<file path="config.mk">
export PLATFORM = sky130hd
export DESIGN_NAME = mem_stage_pipe_reg
export DESIGN_NICKNAME = d
export VERILOG_FILES = /design/src/rtl/mem_stage_pipe_reg.sv
export SDC_FILE = /design/constraint.sdc
export NUM_CORES = 1
export LEC_CHECK = 0
export ABC_AREA = 1
export CAP_MARGIN = 20
export CORE_ASPECT_RATIO = 1.1
export CORE_MARGIN = 2
export CORE_UTILIZATION = 46
export CTS_BUF_LIST = sky130_fd_sc_hd__clkbuf_4 sky130_fd_sc_hd__clkbuf_8 sky130_fd_sc_hd__clkbuf_16
export DETAILED_ROUTE_END_ITERATION = 7
export PLACE_DENSITY_LB_ADDON = 0.25
export SLEW_MARGIN = 5
export SYNTH_ARGS = -nofsm -noshare
export SYNTH_HDL_FRONTEND = slang
export SYNTH_SLANG_ARGS = --single-unit
export TNS_END_PERCENT = 100
</file>
<file path="constraint.sdc">
create_clock -name clk -period 2.88 [get_ports clk]
set_input_delay 0.576 -clock clk [delete_from_list [all_inputs] [get_ports clk]]
set_output_delay 0.576 -clock clk [all_outputs]
set_load 0.02 [all_outputs]
</file>
<file path="src/rtl/mem_stage_pipe_reg.sv">
`default_nettype none
// ============================================================================
// Module      : mem_stage_pipe_reg
// Description : MEM->WB pipeline register with stall/flush, sticky halt FSM,
//               retired-instruction counter and forwarding-valid tap.
// Revision    : 1.0 - initial release
// ============================================================================
module mem_stage_pipe_reg #(
    parameter int DATA_W = 16,
    parameter int TGT_W  = 3,
    parameter int OPC_W  = 3,
    parameter int CNT_W  = 16
) (
    input  logic              clk,
    input  logic              rst,
    input  logic              stall,
    input  logic              flush,
    input  logic              bubble_in,
    input  logic [OPC_W-1:0]  opcode_in,
    input  logic [TGT_W-1:0]  tgt_in,
    input  logic [DATA_W-1:0] result_in,
    input  logic              halt_in,
    output logic [OPC_W-1:0]  opcode_out,
    output logic [TGT_W-1:0]  tgt_out,
    output logic [DATA_W-1:0] result_out,
    output logic              bubble_out,
    output logic              halt_out,
    output logic              halted,
    output logic [CNT_W-1:0]  retired_count,
    output logic              fwd_valid
);

    typedef enum logic [1:0] {
        S_RUN     = 2'd0,
        S_HALTING = 2'd1,
        S_HALTED  = 2'd2
    } state_t;

    localparam logic [CNT_W-1:0] c_cnt_one = CNT_W'(1);

    state_t              r_state, w_state_nxt;
    logic [OPC_W-1:0]    r_opc,   w_opc_nxt;
    logic [TGT_W-1:0]    r_tgt,   w_tgt_nxt;
    logic [DATA_W-1:0]   r_res,   w_res_nxt;
    logic                r_bub,   w_bub_nxt;
    logic                r_halt,  w_halt_nxt;
    logic [CNT_W-1:0]    r_cnt,   w_cnt_nxt;
    logic                w_load_halt;

    assign w_load_halt = halt_in & ~bubble_in;

    always_ff @(posedge clk) begin
        if (rst) begin
            r_state <= S_RUN;
            r_opc   <= '0;
            r_tgt   <= '0;
            r_res   <= '0;
            r_bub   <= 1'b1;
            r_halt  <= 1'b0;
            r_cnt   <= '0;
        end else begin
            r_state <= w_state_nxt;
            r_opc   <= w_opc_nxt;
            r_tgt   <= w_tgt_nxt;
            r_res   <= w_res_nxt;
            r_bub   <= w_bub_nxt;
            r_halt  <= w_halt_nxt;
            r_cnt   <= w_cnt_nxt;
        end
    end

    always_comb begin
        w_state_nxt = r_state;
        w_opc_nxt   = r_opc;
        w_tgt_nxt   = r_tgt;
        w_res_nxt   = r_res;
        w_bub_nxt   = r_bub;
        w_halt_nxt  = r_halt;
        w_cnt_nxt   = r_cnt;

        if (r_state == S_HALTED || flush || (!stall && r_state == S_HALTING)) begin
            // Internally inserted bubble: data fields are zeroed.
            w_opc_nxt  = '0;
            w_tgt_nxt  = '0;
            w_res_nxt  = '0;
            w_bub_nxt  = 1'b1;
            w_halt_nxt = 1'b0;
            if (r_state == S_HALTING) begin
                w_state_nxt = S_HALTED;
            end
        end else if (!stall) begin
            // Ordinary load in RUN; passed-through bubbles keep their fields.
            w_opc_nxt  = opcode_in;
            w_tgt_nxt  = tgt_in;
            w_res_nxt  = result_in;
            w_bub_nxt  = bubble_in;
            w_halt_nxt = w_load_halt;
            if (w_load_halt) begin
                w_state_nxt = S_HALTING;
            end
            if (!bubble_in) begin
                w_cnt_nxt = r_cnt + c_cnt_one;
            end
        end
    end

    assign opcode_out    = r_opc;
    assign tgt_out       = r_tgt;
    assign result_out    = r_res;
    assign bubble_out    = r_bub;
    assign halt_out      = r_halt;
    assign halted        = (r_state == S_HALTED);
    assign retired_count = r_cnt;
    assign fwd_valid     = ~r_bub & (r_tgt != '0);

endmodule
`default_nettype wire

</file>
==> metrics.txt, run 1 <==
setup slack after layout=0.828 ns; RSZ-0062 raised after global routing=false; core area=3630 µm²; # IOs=70; initial antenna violation count=0; top cell type's share of synthesized area=48.2%; initial core utilization=48.1%; Synth warnings=0; Post-Syn Instances=241; Setup Viol. Count Final=0; Slew @ Worst Pin=0.408 ns; aggregate global routing overflow=0; Most used DFF post-synth=dfxtp_1; post-synth net total=270; P per Cell Area=462 nW/µm²; root buffer cell=clkbuf_8; Slew Viols, Final=0; Worst setup SP type=flip-flop; most frequent cell after synthesis=nand2_1; total wire length=3.99 mm; share of cells above drive strength 1=5.77%; CP Max Fanout=3; synth top area cells=dfxtp_1, nand2_1, a21oi_1; synth unique cells=21; DR DRC count=0; sequential share of the synthesized area=48.2%; Fin Setup TNS=0 ns; hpwl dp=2.90 mm; Avg WL per Cell=11.0 µm; Leak=0.991 nW; Worst Hold Class=flip-flop to flip-flop; Post-Synthesis Cell Area=1740 µm²; skew final=0.00226 ns; Final Hold Viols=0; ant diodes=0; Synth top cells by count=nand2_1, dfxtp_1, a21oi_1, nor2_1, inv_1; die width=62.7 µm; asr flop ratio synth=0%; Post-CTS Resized=0; initial drt markers=109; Die ar.=4300 µm²; crit share post-route=71.2%; Synth Register Bits=42; Clock Sinks=42; vias in the first global route=1559; Vias=1727; syn_area_per_cell=7.24 µm²; peak supply drop=0.000355 V; DRT Pass-1 Iters=4; Vias/cell=4.77; CTS tree=done; hold buffers post-CTS=0; area delta synth->final=47.6%; Clk Latency, worst-skew pair=0.29 ns; Die Ht=68.6 µm; status=complete, no violations; Worst-path clk slew=0.08 ns; TritonCTS buffer count=5; Fillers=324; biggest area consumer among synthesized cells=dfxtp_1; kind of critical path=flip-flop to output port; Max Buffers Root-to-Sink=2; data arrival time of the worst path=1.48 ns; first-pass GRT wire length=6.65 mm; All-Layer GR Usage=19.7%; IO buf count=69; fin nets=340; dpl cell area=2470 µm²; Max-slew headroom=72.7%; CP Capture Type=output port; max-cap violations=0; Min Clock Period, post-route=2.05 ns; Max Clock Freq=0.487 GHz; Post-synth EDFFs=0; Setup WS pre-CTS=0.856 ns; hold_ws=0.463 ns; GPL Wtd Cong=0.811; setup bufs post-CTS=0; Final ANT Viol Nets=0; design area=2570 µm²; H-tree depth=2; Required @ worst endpoint=2.30 ns; Std-Cell Rows=23; largest net degree at the start of global routing=24
report_power, final:
| part | switching, mW | internal, mW |
|---|---|---|
| Sequential | 0.00811 | 0.593 |
| Clock | 0.200 | 0.255 |
| Combinational | 0.0650 | 0.0684 |
sequential cells by signal, indices dropped and copies added, names as in the netlist:
signal and count:
opcode_out 3, bubble_out 1, retired_count 16, r_state 2, halt_out 1, tgt_out 3, result_out 16
through the flow:
| stage | std cells | total power, mW | util (%) |
|---|---|---|---|
| floorplan | 241 | 0.680 | - |
| global placement | 354 | 0.748 | 68.0 |
| detailed placement | 354 | 0.749 | 68.0 |
| CTS | 362 | 1.20 | 71.0 |
| global route | 362 | 1.24 | 71.0 |
| finish | 362 | 1.19 | 71.0 |
critical path, stage by stage (launching register included):
cell	delay, ns
dfxtp_1	0.38
inv_1	0.10
nor2_1	0.10
clkdlybuf4s50_1	0.61
placed cells by master, fill, tap and decap left out, types with 2 or more instances in the layout:
cell,n
a21oi_1,38
buf_4,2
clkbuf_8,5
clkdlybuf4s50_1,69
clkinv_2,2
dfxtp_1,42
inv_1,12
inv_2,3
nand2_1,84
nand3_1,11
nor2_1,26
nor2_4,2
o21ai_0,2
xor2_1,5
metal layers:
metal | vias up | GRT usage [%] | part of all wire (%)
li1 | 906 | - | -
met1 | 767 | 20.6 | 42
met2 | 50 | 36.2 | 49
met3 | 4 | 8.60 | 8.0
met4 | 0 | 6.67 | 0.80
met5 | - | 0 | 0
layout make-up:
type | count | area (µm²) | area share, %
Sequential cell | 42 | 841 | 32.7
Timing Repair Buffer | 71 | 706 | 27.4
Inverter | 16 | 60.1 | 2.33
Multi-Input combinational cell | 175 | 797 | 31.0
Clock buffer | 5 | 68.8 | 2.67
Clock inverter | 3 | 40.0 | 1.55
Tap cell | 50 | 62.6 | 2.43
cells by family (layout without fill, tap and decap cells):
group	Yosys count	after routing	synth area share (%)
AND/OR/NAND/NOR	128	128	30.5
adder cells (fa/ha/maj)	1	1	0.717
flip-flops	42	42	48.2
XOR/XNOR	5	5	2.51
buffers and inverters	24	95	6.10
AO/OA/AOI/OAI	41	41	12.0
worst paths after layout:
check,slack (ns),end,cells after the start,startpoint
max,0.83,halted,3,r_state[1]$_SDFFE_PP0P_
min,0.46,result_out[0]$_SDFFE_PP0N_,2,result_out[0]$_SDFFE_PP0N_
max reg2reg,1.40,retired_count[12]$_SDFFE_PP0P_,8,retired_count[0]$_SDFFE_PP0P_
min reg2reg,0.46,result_out[0]$_SDFFE_PP0N_,2,result_out[0]$_SDFFE_PP0N_
(Power assumes the default switching activity.)
==> inputs of run 2 (changes only) <==
--- a/config.mk
+++ b/config.mk
@@ -9,7 +9,7 @@
 export CAP_MARGIN = 20
 export CORE_ASPECT_RATIO = 1.1
 export CORE_MARGIN = 2
-export CORE_UTILIZATION = 46
+export CORE_UTILIZATION = 38
 export CTS_BUF_LIST = sky130_fd_sc_hd__clkbuf_4 sky130_fd_sc_hd__clkbuf_8 sky130_fd_sc_hd__clkbuf_16
 export DETAILED_ROUTE_END_ITERATION = 7
 export PLACE_DENSITY_LB_ADDON = 0.25
==> constraint.sdc (replaced) <==
create_clock -name clk -period 1.75 [get_ports clk]
set_input_delay 0.35 -clock clk [delete_from_list [all_inputs] [get_ports clk]]
set_output_delay 0.35 -clock clk [all_outputs]
set_load 0.02 [all_outputs]
==> metrics.txt, run 2 (same netlist as run 1, synthesis figures left out) <==
Avg WL per Cell=11.0 µm; Slew @ Worst Pin=0.394 ns; setup bufs post-CTS=0; Worst R2R End=retired_count[14]$_SDFFE_PP0P_; TritonCTS buffer count=5; Setup Viol. Count Final=0; Worst Hold Class=flip-flop to flip-flop; Vias/cell=4.72; Slew Viols, Final=0; RR Startpoint=retired_count[0]$_SDFFE_PP0P_; Min-Delay Endpoint=result_out[0]$_SDFFE_PP0N_; largest net degree at the start of global routing=24; Hold Crit Start=result_out[0]$_SDFFE_PP0N_; aggregate global routing overflow=0; root buffer cell=clkbuf_8; data arrival time of the worst path=1.34 ns; vias in the first global route=1514; slowest stage delay, CP=0.63 ns; Leak=1.06 nW; hpwl dp=2.89 mm; total chip power=1.87 mW; P per Cell Area=719 nW/µm²; Die Ht=75.1 µm; kind of critical path=flip-flop to output port; share of cells above drive strength 1=6.67%; die width=68.6 µm; DR DRC count=0; Max-slew headroom=73.7%; Vias=1740; Clock Sinks=42; initial antenna violation count=0; GPL Wtd Cong=0.881; IO buf count=69; Final Hold Viols=0; most frequent cells in the layout=nand2_1, clkdlybuf4s50_1, dfxtp_1; core area=4350 µm²; most common cell after layout, fill and taps aside=nand2_1; initial drt markers=66; fin nets=343; RSZ-0062 raised after global routing=false; CP cell instances=clkdlybuf4s50_1; Min Clock Period, post-route=1.69 ns; All-Layer GR Usage=16.7%; ant diodes=0; DRT Pass-1 Iters=6; initial core utilization=40.1%; CP Capture Type=output port; R2R depth=8; status=complete, no violations; area delta synth->final=48.7%; Clk Latency, worst-skew pair=0.29 ns; Die ar.=5150 µm²; Fin Setup TNS=0 ns; WP buf/inv=1; delay-heaviest family, CP=buffers and inverters; Max Buffers Root-to-Sink=2; Slowest cell on crit path=clkdlybuf4s50_1; total wire length=4.06 mm; Worst-path clk slew=0.08 ns; Required @ worst endpoint=1.40 ns; CTS tree=done; H-tree depth=2; Worst setup SP type=flip-flop; Std-Cell Rows=25; peak supply drop=0.000415 V; Final ANT Viol Nets=0; CP Max Fanout=5; skew final=0.00477 ns; hold path cells=2; r2r setup slk=0.29 ns; max-cap violations=0; crit share post-route=96.4%; # IOs=70; Max Clock Freq=0.593 GHz; first-pass GRT wire length=6.43 mm
[run 2: power by group]
group / leakage, nW / total [mW] / switching, mW / internal [mW]
registers: 0.340 / 0.990 / 0.0136 / 0.976
clock network: 0.0517 / 0.652 / 0.318 / 0.334
logic: 0.671 / 0.224 / 0.108 / 0.116
[run 2: how the worst max path moves through the flow]
stage / slack, ns / to / from / cells past startpoint
after floorplan: 0.27 / retired_count[12]$_SDFFE_PP0P_ / retired_count[0]$_SDFFE_PP0P_ / 8
after CTS: 0.03 / retired_count[5] / retired_count[5]$_SDFFE_PP0P_ / 1
after global placement: 0.01 / result_out[12]$_SDFFE_PP0N_ / stall / 7
after detailed placement: 0.0005 / retired_count[6]$_SDFFE_PP0P_ / stall / 7
final: 0.06 / retired_count[2] / retired_count[2]$_SDFFE_PP0P_ / 1
after global routing: 0.004 / retired_count[4] / retired_count[4]$_SDFFE_PP0P_ / 1
[run 2: per-stage QoR]
stage / instance area [µm²] / util (%) / cells / setup WS, ns / hold WS, ns
2_1_floorplan: 1740 / - / 241 / 0.271 / 0.470
3_3_place_gp: 2490 / 57.4 / 361 / 0.0141 / 0.444
3_5_place_dp: 2490 / 57.4 / 361 / 0.000542 / 0.454
4_1_cts: 2590 / 59.5 / 369 / 0.0268 / 0.465
5_1_grt: 2590 / 59.7 / 369 / 0.00384 / 0.487
6_report: 2590 / 59.7 / 369 / 0.0626 / 0.461
[run 2: worst min-delay path, cell delays in order (launching register included)]
cell     delay (ns)
dfxtp_1        0.32
nand2_1        0.05
a21oi_1        0.05
[run 2: layout make-up]
type	instances	area, µm²
clock inverter	1	5.00
fill	398	1750
multi-input combinational	175	797
tap	54	67.6
inverter	16	60.1
sequential	42	841
timing repair buffer	74	733
clock buffer	7	90.1
[run 2: what timing repair did]
item	CTS	global route
setup endpoints to repair	2	3
resized for setup	2	3
hold buffers	0	0
cloned	0	0
[run 2: routing by layer]
layer | global-route usage, % | up-vias | routed length (µm)
met5 | 0 | - | 0
met4 | 7.33 | 0 | 68
met3 | 8.22 | 6 | 416
met2 | 26.5 | 61 | 1830
met1 | 18.9 | 767 | 1740
li1 | - | 906 | -
==> inputs of run 3 (changes only) <==
--- a/config.mk
+++ b/config.mk
@@ -7,10 +7,9 @@
 export LEC_CHECK = 0
 export ABC_AREA = 1
 export CAP_MARGIN = 20
-export CORE_ASPECT_RATIO = 1.1
 export CORE_MARGIN = 2
-export CORE_UTILIZATION = 38
-export CTS_BUF_LIST = sky130_fd_sc_hd__clkbuf_4 sky130_fd_sc_hd__clkbuf_8 sky130_fd_sc_hd__clkbuf_16
+export CORE_UTILIZATION = 40
+export CTS_BUF_LIST = sky130_fd_sc_hd__clkbuf_8
 export DETAILED_ROUTE_END_ITERATION = 7
 export PLACE_DENSITY_LB_ADDON = 0.25
 export SLEW_MARGIN = 5
==> constraint.sdc (replaced) <==
create_clock -name clk -period 1.75 [get_ports clk]
set_input_delay 0.35 -clock clk [delete_from_list [all_inputs] [get_ports clk]]
set_output_delay 0.35 -clock clk [all_outputs]
set_load 0.005 [all_outputs]
==> metrics.txt, run 3 (same netlist as run 1, synthesis figures left out) <==
Std-Cell Rows=24; Pint=1.51 mW; DR DRC count=0; die width=70.0 µm; setup slack after layout=0.0986 ns; R2R depth=8; hold buffers post-CTS=0; hpwl dp=2.91 mm; # IOs=70; Max Clock Freq=0.606 GHz; Avg WL per Cell=11.1 µm; aggregate global routing overflow=0; most common cell after layout, fill and taps aside=nand2_1; P_sw=441 µW; Worst-path clk slew=0.08 ns; footprint of the multi-input gates=802 µm²; status=complete, no violations; initial core utilization=40.9%; Vias/cell=4.81; Die ar.=4900 µm²; P per Cell Area=750 nW/µm²; share of cells above drive strength 1=7.96%; RSZ-0062 raised after global routing=false; CTS tree=done; largest net degree at the start of global routing=24; hold path cells=2; Required @ worst endpoint=1.40 ns; total wire length=4.07 mm; clock power share=39.0%; initial drt markers=98; kind of critical path=flip-flop to output port; CP Max Fanout=3; All-Layer GR Usage=18.2%; peak supply drop=0.000512 V; IO buf count=69; Slew Viols, Final=0; Clk Latency, worst-skew pair=0.30 ns; max-cap violations=0; Fillers=406; setup bufs post-CTS=0; Setup WS pre-CTS=0.0314 ns; DRT Pass-1 Iters=4; CP Capture Type=output port; most frequent cells in the layout=nand2_1, clkdlybuf4s50_1, a21oi_1, dfxtp_1, nor2_1; Min Clock Period, post-route=1.65 ns; ant diodes=0; Die Ht=70.0 µm; vias in the first global route=1605; Worst setup SP type=flip-flop; Max-slew headroom=73.3%; Slew @ Worst Pin=0.399 ns; r2r setup slk=0.31 ns; Vias=1760; crit share post-route=94.4%; GPL Wtd Cong=0.768; area delta synth->final=49.4%; root buffer cell=clkbuf_8; initial antenna violation count=0; Leak=1.02 nW; H-tree depth=2; core area=4260 µm²; data arrival time of the worst path=1.30 ns; Fin Setup TNS=0 ns; total chip power=1.95 mW; skew final=0.00415 ns; fin nets=342; Final Hold Viols=0; Final ANT Viol Nets=0; TritonCTS buffer count=5; Max Buffers Root-to-Sink=2; first-pass GRT wire length=7.13 mm; sequential share of power=50.8%; Worst Hold Class=flip-flop to flip-flop; Setup Viol. Count Final=0; hold_ws=0.462 ns; Sw Ratio=22.6%; Post-CTS Resized=0; register area=846 µm²; Clock Sinks=42; Logic pwr share=10.2%
## run 3: changes by cell type in the layout (fill, tap and decap cells not counted), moves of 2 or more
| cell | previous run | this run |
|---|---|---|
| dlygate4sd2_1 | 2 | 0 |
| clkdlybuf4s50_1 | 64 | 68 |
| dfxtp_2 | 0 | 4 |
| dlymetal6s2s_1 | 3 | 1 |
| dfxtp_1 | 42 | 38 |
## run 3: path summary, 6_finish.rpt
path	from	to
hold / removal	result_out[0]$_SDFFE_PP0N_	result_out[0]$_SDFFE_PP0N_
setup / recovery	tgt_out[2]$_SDFFE_PP0N_	fwd_valid
hold reg to reg	result_out[0]$_SDFFE_PP0N_	result_out[0]$_SDFFE_PP0N_
setup reg to reg	retired_count[0]$_SDFFE_PP0P_	retired_count[12]$_SDFFE_PP0P_
## run 3: power groups by stage
stage	Clock (mW)	Sequential, mW	Combinational, mW
2_1_floorplan	0	1.01	0.0827
3_3_place_gp	0	1.01	0.199
3_5_place_dp	0	1.01	0.200
4_1_cts	0.782	0.990	0.201
5_1_grt	0.822	0.995	0.221
6_report	0.762	0.991	0.200
## run 3: stage by stage
stage                     instance area [µm²]  utilization, %  instances
after global placement                   2480            58.2        358
after floorplan                          1740               -        241
after CTS                                2590            60.8        366
after global routing                     2610            61.1        366
after detailed placement                 2480            58.2        358
final                                    2610            61.1        366
## run 3: worst max-delay path: stages, from the launching register on
cell             delay (ns)
dfxtp_2                0.36
nor3_2                 0.05
nor2_1                 0.08
clkdlybuf4s50_1        0.51
## run 3: final cells by class
cell class | instances | share of cell area, %
Clock buffer | 5 | 2.64
Inverter | 16 | 2.31
Clock inverter | 3 | 1.54
Sequential cell | 42 | 32.5
Multi-Input combinational cell | 175 | 30.8
Tap cell | 52 | 2.50
Timing Repair Buffer | 73 | 27.8
## run 3: metal layers
layer | global-route usage [%] | share of wire, % | up-vias
met1 | 21.7 | 44 | 777
met2 | 29.0 | 45 | 68
met4 | 9.62 | 1.9 | 0
li1 | - | - | 907
met3 | 5.92 | 9.3 | 8
met5 | 0 | 0 | -
